$ cat src/rtl/uart_pkg.sv
`default_nettype none
// +----------------------------------------------------------------------+
// | Module      : uart_pkg                                               |
// | Description : Shared constants, FSM state encodings and helper       |
// |               functions for the UART receiver and transmitter.       |
// | Revision    : 1.0 - initial release                                  |
// +----------------------------------------------------------------------+
package uart_pkg;

  // Width of the clk-cycles-per-bit divisor.
  localparam int DIV_W = 24;

  // Data bits per frame = dataBits + DATA_BITS_OFFSET (5..8).
  localparam int DATA_BITS_OFFSET = 5;

  // Parity-mode encodings.
  localparam logic [1:0] PAR_SPACE = 2'b00;
  localparam logic [1:0] PAR_EVEN  = 2'b01;
  localparam logic [1:0] PAR_ODD   = 2'b10;
  localparam logic [1:0] PAR_MARK  = 2'b11;

  // Receiver FSM state encodings.
  localparam logic [2:0] ST_IDLE      = 3'd0;
  localparam logic [2:0] ST_START     = 3'd1;
  localparam logic [2:0] ST_DATA      = 3'd2;
  localparam logic [2:0] ST_PARITY    = 3'd3;
  localparam logic [2:0] ST_STOP      = 3'd4;
  localparam logic [2:0] ST_WAIT_HIGH = 3'd5;

  // Parity bit a frame should carry; unused data bits must already be zero.
  function automatic logic expected_parity(input logic [1:0] mode,
                                           input logic [7:0] data);
    logic p;
    case (mode)
      PAR_SPACE: p = 1'b0;
      PAR_MARK:  p = 1'b1;
      PAR_EVEN:  p = ^data;
      default:   p = ~(^data);
    endcase
    return p;
  endfunction

  // Divisors below 2 cannot produce a half-bit point, so they are clamped.
  function automatic logic [DIV_W-1:0] eff_divisor(input logic [DIV_W-1:0] div);
    return (div < DIV_W'(2)) ? DIV_W'(2) : div;
  endfunction

endpackage
`default_nettype wire

$ cat src/rtl/uart_bit_timer.sv
`default_nettype none
// +----------------------------------------------------------------------+
// | Module      : uart_bit_timer                                         |
// | Description : Loadable down-counter producing the half-bit strobe    |
// |               (start-bit centre) and full-bit strobes (later bits).  |
// | Revision    : 1.0 - initial release                                  |
// +----------------------------------------------------------------------+
module uart_bit_timer
  import uart_pkg::*;
(
  input  logic             clk,
  input  logic             rst,
  input  logic             load_i,
  input  logic             enable_i,
  input  logic [DIV_W-1:0] divisor_i,
  output logic             half_stb_o,
  output logic             full_stb_o
);

  logic [DIV_W-1:0] cnt_q;
  logic             run_q;
  logic             half_q;
  logic [DIV_W-1:0] w_eff;
  logic [DIV_W-1:0] w_half;
  logic             w_stb;

  assign w_eff  = eff_divisor(divisor_i);
  assign w_half = w_eff >> 1;
  assign w_stb  = run_q && enable_i && (cnt_q == '0);

  assign half_stb_o = w_stb && half_q;
  assign full_stb_o = w_stb && !half_q;

  // Count down from half a bit after load, then reload a full bit per strobe.
  always_ff @(posedge clk or negedge rst) begin
    if (!rst) begin
      cnt_q  <= '0;
      run_q  <= 1'b0;
      half_q <= 1'b0;
    end else if (load_i) begin
      cnt_q  <= w_half - DIV_W'(1);
      run_q  <= 1'b1;
      half_q <= 1'b1;
    end else if (!enable_i) begin
      run_q  <= 1'b0;
    end else if (run_q) begin
      if (cnt_q == '0) begin
        cnt_q  <= w_eff - DIV_W'(1);
        half_q <= 1'b0;
      end else begin
        cnt_q  <= cnt_q - DIV_W'(1);
      end
    end
  end

endmodule
`default_nettype wire

$ cat src/rtl/uart_rx_core.sv
`default_nettype none
// +----------------------------------------------------------------------+
// | Module      : uart_rx_core                                           |
// | Description : UART receiver with synchronizer, configurable frame,   |
// |               parity check, break detection and a one-word holding  |
// |               register with overflow reporting.                      |
// | Revision    : 1.0 - initial release                                  |
// +----------------------------------------------------------------------+
module uart_rx_core
  import uart_pkg::*;
(
  input  logic             clk,
  input  logic             rst,
  input  logic             rx,
  input  logic [1:0]       dataBits,
  input  logic             hasParity,
  input  logic [1:0]       parityMode,
  input  logic             extraStopBit,
  input  logic [DIV_W-1:0] clockDivisor,
  output logic [8:0]       dataOut,
  output logic             dataReceived,
  output logic             parityError,
  output logic             overflow,
  // "break" is a reserved word, hence the longer name.
  output logic             breakDetected,
  input  logic             receiveData
);

  logic       sync1_q, sync2_q;
  logic [1:0] settle_q;
  logic       armed_q;
  logic       rx_s;

  logic [2:0] state_q, state_d;
  logic [2:0] bit_cnt_q, bit_cnt_d;
  logic [7:0] data_q, data_d;
  logic       par_q, par_d;

  logic [8:0] hold_q;
  logic       dr_q, pe_q, ov_q, brk_q;

  logic       w_load;
  logic       w_frame_ok;
  logic       w_break;
  logic       w_half_stb;
  logic       w_full_stb;
  logic       w_timer_en;
  logic [2:0] w_last;
  logic       w_perr;
  logic       unused_cfg;

  // The second stop bit is never sampled; the frame ends at the first one.
  assign unused_cfg = extraStopBit;

  assign rx_s       = sync2_q;
  assign w_last     = {1'b0, dataBits} + 3'(DATA_BITS_OFFSET - 1);
  assign w_timer_en = (state_q != ST_IDLE) && (state_q != ST_WAIT_HIGH);
  assign w_perr     = hasParity && (par_q != expected_parity(parityMode, data_q));

  assign dataOut       = hold_q;
  assign dataReceived  = dr_q;
  assign parityError   = pe_q;
  assign overflow      = ov_q;
  assign breakDetected = brk_q;

  // Two-flop synchronizer plus an arm flag so a start needs a prior high level.
  always_ff @(posedge clk or negedge rst) begin
    if (!rst) begin
      sync1_q  <= 1'b1;
      sync2_q  <= 1'b1;
      settle_q <= 2'b00;
      armed_q  <= 1'b0;
    end else begin
      sync1_q  <= rx;
      sync2_q  <= sync1_q;
      settle_q <= {settle_q[0], 1'b1};
      if (w_load) begin
        armed_q <= 1'b0;
      end else if ((settle_q == 2'b11) && rx_s) begin
        armed_q <= 1'b1;
      end
    end
  end

  uart_bit_timer u_timer (
    .clk        (clk),
    .rst        (rst),
    .load_i     (w_load),
    .enable_i   (w_timer_en),
    .divisor_i  (clockDivisor),
    .half_stb_o (w_half_stb),
    .full_stb_o (w_full_stb)
  );

  // Frame FSM: one sample per strobe, classification at the stop bit.
  always_comb begin
    state_d    = state_q;
    bit_cnt_d  = bit_cnt_q;
    data_d     = data_q;
    par_d      = par_q;
    w_load     = 1'b0;
    w_frame_ok = 1'b0;
    w_break    = 1'b0;
    case (state_q)
      ST_IDLE: begin
        if (armed_q && !rx_s) begin
          state_d   = ST_START;
          w_load    = 1'b1;
          bit_cnt_d = 3'd0;
          data_d    = 8'd0;
          par_d     = 1'b0;
        end
      end
      ST_START: begin
        if (w_half_stb) begin
          state_d = rx_s ? ST_IDLE : ST_DATA;
        end
      end
      ST_DATA: begin
        if (w_full_stb) begin
          data_d[bit_cnt_q] = rx_s;
          if (bit_cnt_q == w_last) begin
            state_d = hasParity ? ST_PARITY : ST_STOP;
          end else begin
            bit_cnt_d = bit_cnt_q + 3'd1;
          end
        end
      end
      ST_PARITY: begin
        if (w_full_stb) begin
          par_d   = rx_s;
          state_d = ST_STOP;
        end
      end
      ST_STOP: begin
        if (w_full_stb) begin
          if (rx_s) begin
            w_frame_ok = 1'b1;
            state_d    = ST_IDLE;
          end else begin
            w_break = (data_q == 8'd0) && !par_q;
            state_d = ST_WAIT_HIGH;
          end
        end
      end
      ST_WAIT_HIGH: begin
        if (rx_s) begin
          state_d = ST_IDLE;
        end
      end
      default: state_d = ST_IDLE;
    endcase
  end

  // FSM and shift registers.
  always_ff @(posedge clk or negedge rst) begin
    if (!rst) begin
      state_q   <= ST_IDLE;
      bit_cnt_q <= 3'd0;
      data_q    <= 8'd0;
      par_q     <= 1'b0;
    end else begin
      state_q   <= state_d;
      bit_cnt_q <= bit_cnt_d;
      data_q    <= data_d;
      par_q     <= par_d;
    end
  end

  // Holding register: acknowledge clears first, so a coincident frame is stored.
  always_ff @(posedge clk or negedge rst) begin
    if (!rst) begin
      hold_q <= 9'd0;
      dr_q   <= 1'b0;
      pe_q   <= 1'b0;
      ov_q   <= 1'b0;
      brk_q  <= 1'b0;
    end else begin
      if (receiveData) begin
        dr_q  <= 1'b0;
        pe_q  <= 1'b0;
        ov_q  <= 1'b0;
        brk_q <= 1'b0;
      end
      if (w_frame_ok) begin
        if (!dr_q || receiveData) begin
          hold_q <= {par_q, data_q};
          dr_q   <= 1'b1;
          pe_q   <= w_perr;
        end else begin
          ov_q   <= 1'b1;
        end
      end
      if (w_break) begin
        brk_q <= 1'b1;
      end
    end
  end

endmodule
`default_nettype wire

$ cat config.mk
export PLATFORM = sky130hd
export DESIGN_NAME = uart_rx_core
export DESIGN_NICKNAME = d
export VERILOG_FILES = /design/src/rtl/uart_pkg.sv /design/src/rtl/uart_bit_timer.sv /design/src/rtl/uart_rx_core.sv
export SDC_FILE = /design/constraint.sdc
export NUM_CORES = 1
export LEC_CHECK = 0
export BUFFER_PORTS_ARGS = -buffer_cell sky130_fd_sc_hd__buf_2
export CAP_MARGIN = 10
export CORE_ASPECT_RATIO = 1.25
export CORE_MARGIN = 2
export CORE_UTILIZATION = 59
export CTS_CLUSTER_DIAMETER = 60
export DETAILED_ROUTE_END_ITERATION = 10
export PLACE_DENSITY = 0.81
export SETUP_SLACK_MARGIN = 0.15
export SYNTH_ARGS = -nofsm -noshare
export SYNTH_HDL_FRONTEND = slang
export SYNTH_HIERARCHICAL = 1
export SYNTH_SLANG_ARGS = --single-unit
$ cat constraint.sdc
create_clock -name clk -period 3.85 [get_ports clk]
set_clock_uncertainty 0.2 [all_clocks]
set_input_delay 0.5775 -clock clk [delete_from_list [all_inputs] [get_ports clk]]
set_output_delay 0.5775 -clock clk [all_outputs]
set_load 0.02 [all_outputs]
; After elaboration in Yosys (flattened, before gate mapping)
; Index checks and enable logic that the tools add are counted.
[totals]
reg_bits = 59
in_bits = 34
out_inout_bits = 13
word_cells = 137
[classes]
addsub = 5
order_cmp = 3
eq_ne = 20
mux = 57
n_bitwise = 1
n_reduce_logical = 35
[op_table]
columns = op, n
row1 = 2-to-1 mux 24 bit, 5
row2 = subtractor 24 x 1 -> 24 bit (second input constant), 2
row3 = 2-to-1 mux 3 bit, 12
row4 = 2-to-1 mux 1 bit, 30
row5 = logical NOT 24 bit, 1
row6 = < comparator 24 x 2 -> 1 bit (second input constant), 1
row7 = subtractor 23 x 1 -> 24 bit (second input constant), 1
row8 = case mux 3 bit (6 select lines), 1
row9 = 2-to-1 mux 8 bit, 2
row10 = case mux 8 bit (2 select lines), 1
row11 = nonzero test 2 bit, 7
row12 = logical AND 1 bit, 10
row13 = inequality test 2 x 1 -> 1 bit (second input constant), 5
row14 = AND reduction 3 bit, 3
row15 = bitwise mux 8 bit, 1
row16 = logical NOT 8 bit, 1
row17 = inequality test 2 bit (second input constant), 4
row18 = XOR reduction 8 bit, 1
row19 = AND reduction 7 bit, 1
row20 = == test 3 x 2 -> 1 bit (second input constant), 2
row21 = == test 3 bit (second input constant), 2
row22 = case mux 3 bit (2 select lines), 1
row23 = == test 2 bit (second input constant), 2
row24 = logical NOT 1 bit, 4
row25 = 20 further kinds, 21

; Longest topological paths before layout
; Gate-level depths: netlist of the first run.
[logic_depth]
ltp_word = 8
depth_mapped = 14
depth_no_buf = 10

; Hierarchy
; Netlist of the first run, hierarchy kept.
[by_module_without_submodules]
columns = module, instances, cells_each, area_each_um2, seq_area_each_um2
row1 = uart_bit_timer, 1, 273, 2175.8, 650.6
row2 = uart_rx_core, 1, 178, 1790.5, 828.3

; Worst setup path after synthesis of the first run
; OpenSTA, ideal clock, no wires.
[synth_path]
path_kind = register to register
from = register state_q[1]
to = register u_timer.cnt_q[17]
setup_time_ns = 0.132
arrival_ns = 2.993
t_required_ns = 3.518
setup_slack_ns = 0.525
stages_incl_launch_ff = 13
path_buffers = 2
synth_period_minus_slack_ns = 3.325
path_cell_list = dfrtp_1 buf_2 or3b_1 nor2_1 buf_2 nand2b_1 o32ai_1 o21ai_0 a211oi_1 nand2_2 nor4_4 mux2i_1 a211oi_2
[synth_via]
elab_chain_len = 4
elab_cells_between_ends = 9
classes_between = eq/ne: 1 / mux: 2 / reduce/logical: 6
[synth_lines]
columns = element, line
row1 = from (decl), uart_rx_core.sv:34  ; logic [2:0] state_q, state_d;
row2 = from (signal assigned), uart_rx_core.sv:163  ; state_q <= state_d;
row3 = logical NOT 3 bit *, uart_rx_core.sv:104  ; case (state_q)
row4 = 2-to-1 mux 1 bit *, uart_rx_core.sv:104
row5 = net w_load, uart_rx_core.sv:42  ; logic w_load;
row6 = nonzero test 2 bit (no source line), n/a
row7 = AND reduction 2 bit (no source line), n/a
row8 = to (signal assigned), uart_bit_timer.sv:41  ; cnt_q <= w_half - DIV_W'(1);
row9 = to (signal assigned), uart_bit_timer.sv:48  ; cnt_q <= w_eff - DIV_W'(1);
row10 = to (signal assigned), uart_bit_timer.sv:51  ; cnt_q <= cnt_q - DIV_W'(1);
row11 = to (decl), uart_bit_timer.sv:20  ; logic [DIV_W-1:0] cnt_q;
; Mark *: on every way through the listed nets, which the timed path passes. The rest lies on a longest branch.
; A chain may end at the register's enable or synchronous reset.

; Worst setup path after layout of the first run
[layout_path]
from = register state_q[1]
to = register u_timer.cnt_q[16]
; The elaborated chain is that of the path after synthesis.

==> results of run 1 <==
-- cells by family after synthesis --
logic type,share of synthesized area [%]
compound gates,23.09
flops,37.29
fa+ha+maj,1.893
buf+inv,5.583
xor+xnor,4.416
simple gates,23.12
other cells,0.09455
mux,4.511
-- routing by layer --
| layer | global-route usage (%) | vias up | share of wire (%) |
|---|---|---|---|
| met5 | 0 | - | 0 |
| met2 | 52.39 | 174 | 52 |
| met1 | 34.55 | 1763 | 40 |
| met4 | 11.31 | 0 | 2.1 |
| li1 | - | 1765 | - |
| met3 | 5.114 | 21 | 6.4 |
-- report_power, final --
| part | leakage (nW) | total (mW) | internal, mW | switching [mW] |
|---|---|---|---|---|
| Sequential | 0.756 | 0.871 | 0.749 | 0.121 |
| Clock | 0.117 | 0.674 | 0.389 | 0.285 |
| Combinational | 1.10 | 1.25 | 0.502 | 0.750 |
| Total | 1.97 | 2.80 | 1.64 | 1.16 |
-- sequential cells by signal, indices dropped and copies added, names as in the netlist --
register	cells
settle_q	2
par_q	1
rx_s	1
state_q	3
sync1_q	1
bit_cnt_q	3
u_timer/run_q	1
armed_q	1
u_timer/half_q	1
dataOut	9
u_timer/cnt_q	24
data_q	8
dataReceived	1
overflow	1
breakDetected	1
parityError	1
-- area by class of cell --
type	instances	area (um^2)	area share, %
Sequential cell	59	1479	32.54
Clock inverter	6	95.09	2.092
Timing Repair Buffer	64	367.9	8.092
Tap cell	87	108.9	2.395
Clock buffer	10	137.6	3.028
Multi-Input combinational cell	347	2282	50.21
Inverter	20	75.07	1.652
-- synthesized netlist by cell type (5+ instances only) --
cell and instances:
o31ai_1 5, xor2_1 9, o21ai_0 32, nor3_1 12, nor4_1 11, nand4_1 8, nor2_1 31, mux2_1 9
clkbuf_1 9, inv_1 19, nand2b_1 8, buf_2 8, nand2_1 44, nand3_1 9, a211o_1 5, o21ai_1 16
a31oi_1 16, a21oi_1 24, ha_1 6, xnor2_1 11, dfrtp_1 57, nand3b_1 5
-- how the worst min path moves through the flow --
| stage | start | endpoint | slack, ns |
|---|---|---|---|
| 2_1_floorplan | rst | armed_q$_DFFE_PN0P_ | 0.08 |
| 3_3_place_gp | sync1_q$_DFF_PN1_ | rx_s$_DFF_PN1_ | 0.15 |
| 3_5_place_dp | sync1_q$_DFF_PN1_ | rx_s$_DFF_PN1_ | 0.15 |
| 4_1_cts | rx | sync1_q$_DFF_PN1_ | 0.12 |
| 5_1_grt | rx | sync1_q$_DFF_PN1_ | 0.13 |
| 6_report | rx | sync1_q$_DFF_PN1_ | 0.14 |
-- what timing repair did --
action / CTS / global route
endpoints found under the setup margin: 0 / 8
buffers inserted: 0 / 6
hold buffers: 0 / 0
resized for setup: 0 / 1
-- metrics by stage --
| stage | hold WS [ns] | total power, mW |
|---|---|---|
| global route | 0.1285 | 3.002 |
| CTS | 0.1238 | 2.759 |
| detailed placement | 0.1468 | 2.074 |
| floorplan | 0.08191 | 1.812 |
| finish | 0.1398 | 2.797 |
| global placement | 0.1461 | 2.040 |
-- critical path, cell delays in order (launching register included) --
cell      delay [ns]
dfrtp_1         0.38
or3b_1          0.44
nor2_4          0.28
buf_4           0.18
nand2b_1        0.09
o21ai_0         0.22
o21ai_1         0.17
a211oi_4        0.42
nand4_2         0.34
or3_1           0.47
a31oi_1         0.19
==> flow_summary.json, run 1 <==
{
  "post-route-cell-area_um2": 4546,
  "setup_tns_ns": 0,
  "rsz0062_at_grt": "no",
  "fin_cells": 593,
  "grt_antenna_before_repair": 0,
  "numCtsBuffers": 9,
  "syn-num-nets": 491,
  "preCtsSetupSlack_ns": 0.2917,
  "grt_max_degree": 45,
  "leakage_nw": 1.974,
  "synth_area_leaders": "dfrtp_1 36%, nand2_1 4.2%, o21ai_0 4.0%, a21oi_1 3.0%, nor2_1 2.9%",
  "cts_tree": "done",
  "hold_viol_final": 0,
  "crit_arrival_ns": 3.53,
  "chipHeight_um": 95.67,
  "synthCells": 451,
  "fin_ws_ns": 0.3768,
  "yosysWarnings": 6,
  "yosysTopAreaCell": "dfrtp_1",
  "power.density_nw_per_um2": 615.2,
  "routed-via-count": 3723,
  "final_nets": 541,
  "reg2reg_setup_slack_ns": 0.38,
  "place_hpwl_mm": 7.150,
  "clk_pin_slew_ns": 0.09,
  "ys_seq_elements": 59,
  "rows": 33,
  "crit_path_start": "state_q[1]$_DFFE_PN0P_",
  "ys.flop_type": "dfrtp_1",
  "synth_top_area_share_pct": 35.96,
  "core_um2": 6524,
  "ant_nets": 0,
  "path_class": "reg -> reg",
  "async_flop_share_pct": 100.0,
  "cts_root_buffer": "clkbuf_8",
  "postSynthAreaPerCell_um2": 8.794,
  "htreeDepth": 3,
  "yosysSeqAreaShare_pct": 37.29,
  "reg2regPathDepth": 10,
  "fillers": 554,
  "worst-path-max-fanout": 10,
  "die_x_um": 77.34,
  "via_per_inst": 6.278,
  "routedWlPerCell_um": 17.03,
  "dp.cells": 571,
  "clk_latency_ns": 0.34,
  "final_cell_mix": "57 x dfrtp_1, 45 x buf_2, 44 x nand2_1",
  "place_area_um2": 4263,
  "crit_end": "u_timer/cnt_q[16]$_DFFE_PN0P_",
  "final_util_pct": 69.68,
  "finalCriticalPeriod_ns": 3.473,
  "drt_pass1_iterations": 6,
  "period_share_pct": 90.21,
  "clock.fmax_mhz": 287.9,
  "synth_edf_count": 0,
  "portBuffers": 45,
  "start_util_pct": 60.80,
  "layout_commonest_cell": "dfrtp_1",
  "grt_pass1_vias": 3588,
  "drtIter0Drc": 206,
  "r2r_start": "state_q[1]$_DFFE_PN0P_",
  "maxSlewHeadroom_pct": 35.03,
  "end_kind": "register",
  "min_path_type": "in -> reg",
  "layout-drive-gt1-share_pct": 20.95,
  "tightestPinTransition_ns": 0.9746,
  "cts_buffer_depth": 2,
  "finalSetupViolations": 0,
  "maxCapViolations": 0,
  "status": "completed",
  "drc": 0,
  "routed_wl_mm": 10.10,
  "track_usage_pct": 29.05,
  "cp-start-kind": "register",
  "reg2reg_to": "u_timer/cnt_q[16]$_DFFE_PN0P_",
  "syn_area_um2": 3966,
  "ys_types": 78,
  "dieArea_um2": 7399,
  "gp_congestion": 0.9417,
  "io_pins": 47,
  "ir_worst_vdd_v": 0.0003376,
  "antennaDiodeCount": 0,
  "area_delta_synth_final_pct": 14.61,
  "grt_pass1_wl_mm": 16.99,
  "slew_violations": 0,
  "cts.sinks": 59,
  "overflow": 0,
  "holdPathStages": 1,
  "crit_required_ns": 3.91
}
(Power assumes the default switching activity.)
==> run 2, diff against run 1 <==
CORE_MARGIN = not set   (was 2)
CORE_UTILIZATION = 64   (was 59)
PLACE_DENSITY = 0.86   (was 0.81)
TNS_END_PERCENT = 10   (was not set)
clock period = 4.2 ns   (was 3.85 ns; I/O delays follow)
==> flow_summary.json, run 2 (synthesis results as in run 1) <==
{
  "dieArea_um2": 6518,
  "via_per_inst": 6.428,
  "ant_nets": 0,
  "drtIter0Drc": 419,
  "path_class": "reg -> reg",
  "cts_buffer_depth": 2,
  "routed_wl_mm": 9.769,
  "power_frac_clock_pct": 21.4,
  "overflow": 0,
  "start_util_pct": 67.28,
  "pwr-share-comb_pct": 45.4,
  "antennaDiodeCount": 0,
  "maxCapViolations": 0,
  "htreeDepth": 3,
  "status": "completed",
  "drt_pass1_iterations": 7,
  "ir_worst_vdd_v": 0.0004355,
  "end_kind": "register",
  "slew_violations": 0,
  "largest_register_ffs": 24,
  "post-cts-setup-buffers": 0,
  "chipHeight_um": 90.02,
  "regMostFlops": "u_timer/cnt_q",
  "layout-drive-gt1-share_pct": 19.48,
  "hold_viol_final": 0,
  "grt_max_degree": 34,
  "cts.sinks": 59,
  "swShare_pct": 42.64,
  "rsz0062_at_grt": "no",
  "routed-via-count": 3728,
  "power.density_nw_per_um2": 551.7,
  "ctsResizeCount": 0,
  "finalSetupViolations": 0,
  "power.switching_mw": 1.045,
  "rows": 31,
  "die_x_um": 72.41,
  "crit_arrival_ns": 3.97,
  "cts_root_buffer": "clkbuf_8",
  "grt_antenna_before_repair": 0,
  "period_share_pct": 94.10,
  "numCtsBuffers": 9,
  "crit_required_ns": 4.22,
  "leakage_nw": 1.911,
  "core_um2": 5896,
  "clock.fmax_mhz": 253.0,
  "portBuffers": 45,
  "cp-start-kind": "register",
  "drc": 0,
  "place_hpwl_mm": 7.051,
  "pwr-share-seq_pct": 33.2,
  "place_area_um2": 4242,
  "clk_pin_slew_ns": 0.08,
  "grt_pass1_wl_mm": 16.44,
  "finalCriticalPeriod_ns": 3.952,
  "layout_commonest_cell": "dfrtp_1",
  "grt_pass1_vias": 3566,
  "tightestPinTransition_ns": 0.5786,
  "setup_tns_ns": 0,
  "clk_latency_ns": 0.34,
  "final_nets": 533,
  "worst-path-max-fanout": 19,
  "maxSlewHeadroom_pct": 61.20,
  "p_int_mw": 1.405,
  "fin_hold_ws_ns": 0.08428,
  "cts_tree": "done",
  "io_pins": 47,
  "hold_buffers": 0,
  "final_cell_mix": "57 x dfrtp_1, 45 x buf_2, 44 x nand2_1",
  "track_usage_pct": 31.85,
  "area_delta_synth_final_pct": 11.99,
  "post-route-cell-area_um2": 4442,
  "routedWlPerCell_um": 16.84,
  "gp_congestion": 0.8824,
  "min_path_type": "in -> async"
}
## run 2: changes by cell type in the layout (fill, tap and decap cells not counted), sizes merged
cell	previous run	this run
clkinvlp	0	2
clkinv	3	4
inv	21	20
bufinv	2	1
clkbuf	10	9
buf	64	56
## run 2: final timing paths
path                                        start                       endpoint  slack [ns]  depth (start not counted)
setup reg to reg           state_q[0]$_DFFE_PN0P_  u_timer/cnt_q[20]$_DFFE_PN0P_        0.25                         11
hold reg to reg                 sync1_q$_DFF_PN1_                 rx_s$_DFF_PN1_        0.16                          0
setup / recovery           state_q[0]$_DFFE_PN0P_  u_timer/cnt_q[20]$_DFFE_PN0P_        0.25                         11
hold / removal                                rst       bit_cnt_q[1]$_DFFE_PN0P_        0.08                          1
max in group asynchronous                     rst                 rx_s$_DFF_PN1_        2.83                          2
min in group clk                sync1_q$_DFF_PN1_                 rx_s$_DFF_PN1_        0.16                          0
## run 2: routing by layer
layer | vias to the layer above | track usage, % | part of all wire (%) | wire length (um)
met3 | 34 | 6.390 | 7.0 | 681
li1 | 1748 | - | - | -
met5 | - | 0 | 0 | 0
met1 | 1745 | 39.71 | 39 | 3852
met2 | 201 | 52.80 | 51 | 4972
met4 | 0 | 13.40 | 2.7 | 263
## run 2: metrics by stage
| stage | power, mW | setup WS [ns] | util, % | cells |
|---|---|---|---|---|
| global placement | 1.853 | 0.4598 | 71.94 | 564 |
| floorplan | 1.661 | 0.8752 | - | 451 |
| finish | 2.450 | 0.2478 | 75.34 | 580 |
| CTS | 2.434 | 0.3705 | 75.34 | 580 |
| global route | 2.625 | 0.1741 | 75.34 | 580 |
| detailed placement | 1.907 | 0.3775 | 71.94 | 564 |
## run 2: cell type report
class | instances | area (um^2)
multi-input combinational | 347 | 2277
sequential | 59 | 1479
fill | 466 | 1454
timing repair buffer | 56 | 307.8
clock buffer | 9 | 123.9
tap | 82 | 102.6
clock inverter | 7 | 76.32
inverter | 20 | 75.07
## run 2: worst max-delay path, cell delays in order, from the launching register on
cell and delay [ns]:
dfrtp_1 0.52, or2_1 0.39, nor2_4 0.20, buf_4 0.23
or4_1 0.40, a21oi_1 0.21, o21ai_1 0.10, a211oi_1 0.55
nand4_2 0.35, nor3_1 0.37, xor2_1 0.23, o21ai_1 0.08
## run 2: power groups by stage
stage	logic, mW	clock network, mW	registers (mW)
6_report	1.11	0.525	0.814
3_5_place_dp	1.09	0	0.815
4_1_cts	1.09	0.533	0.807
2_1_floorplan	0.890	0	0.771
5_1_grt	1.23	0.567	0.828
3_3_place_gp	1.04	0	0.814
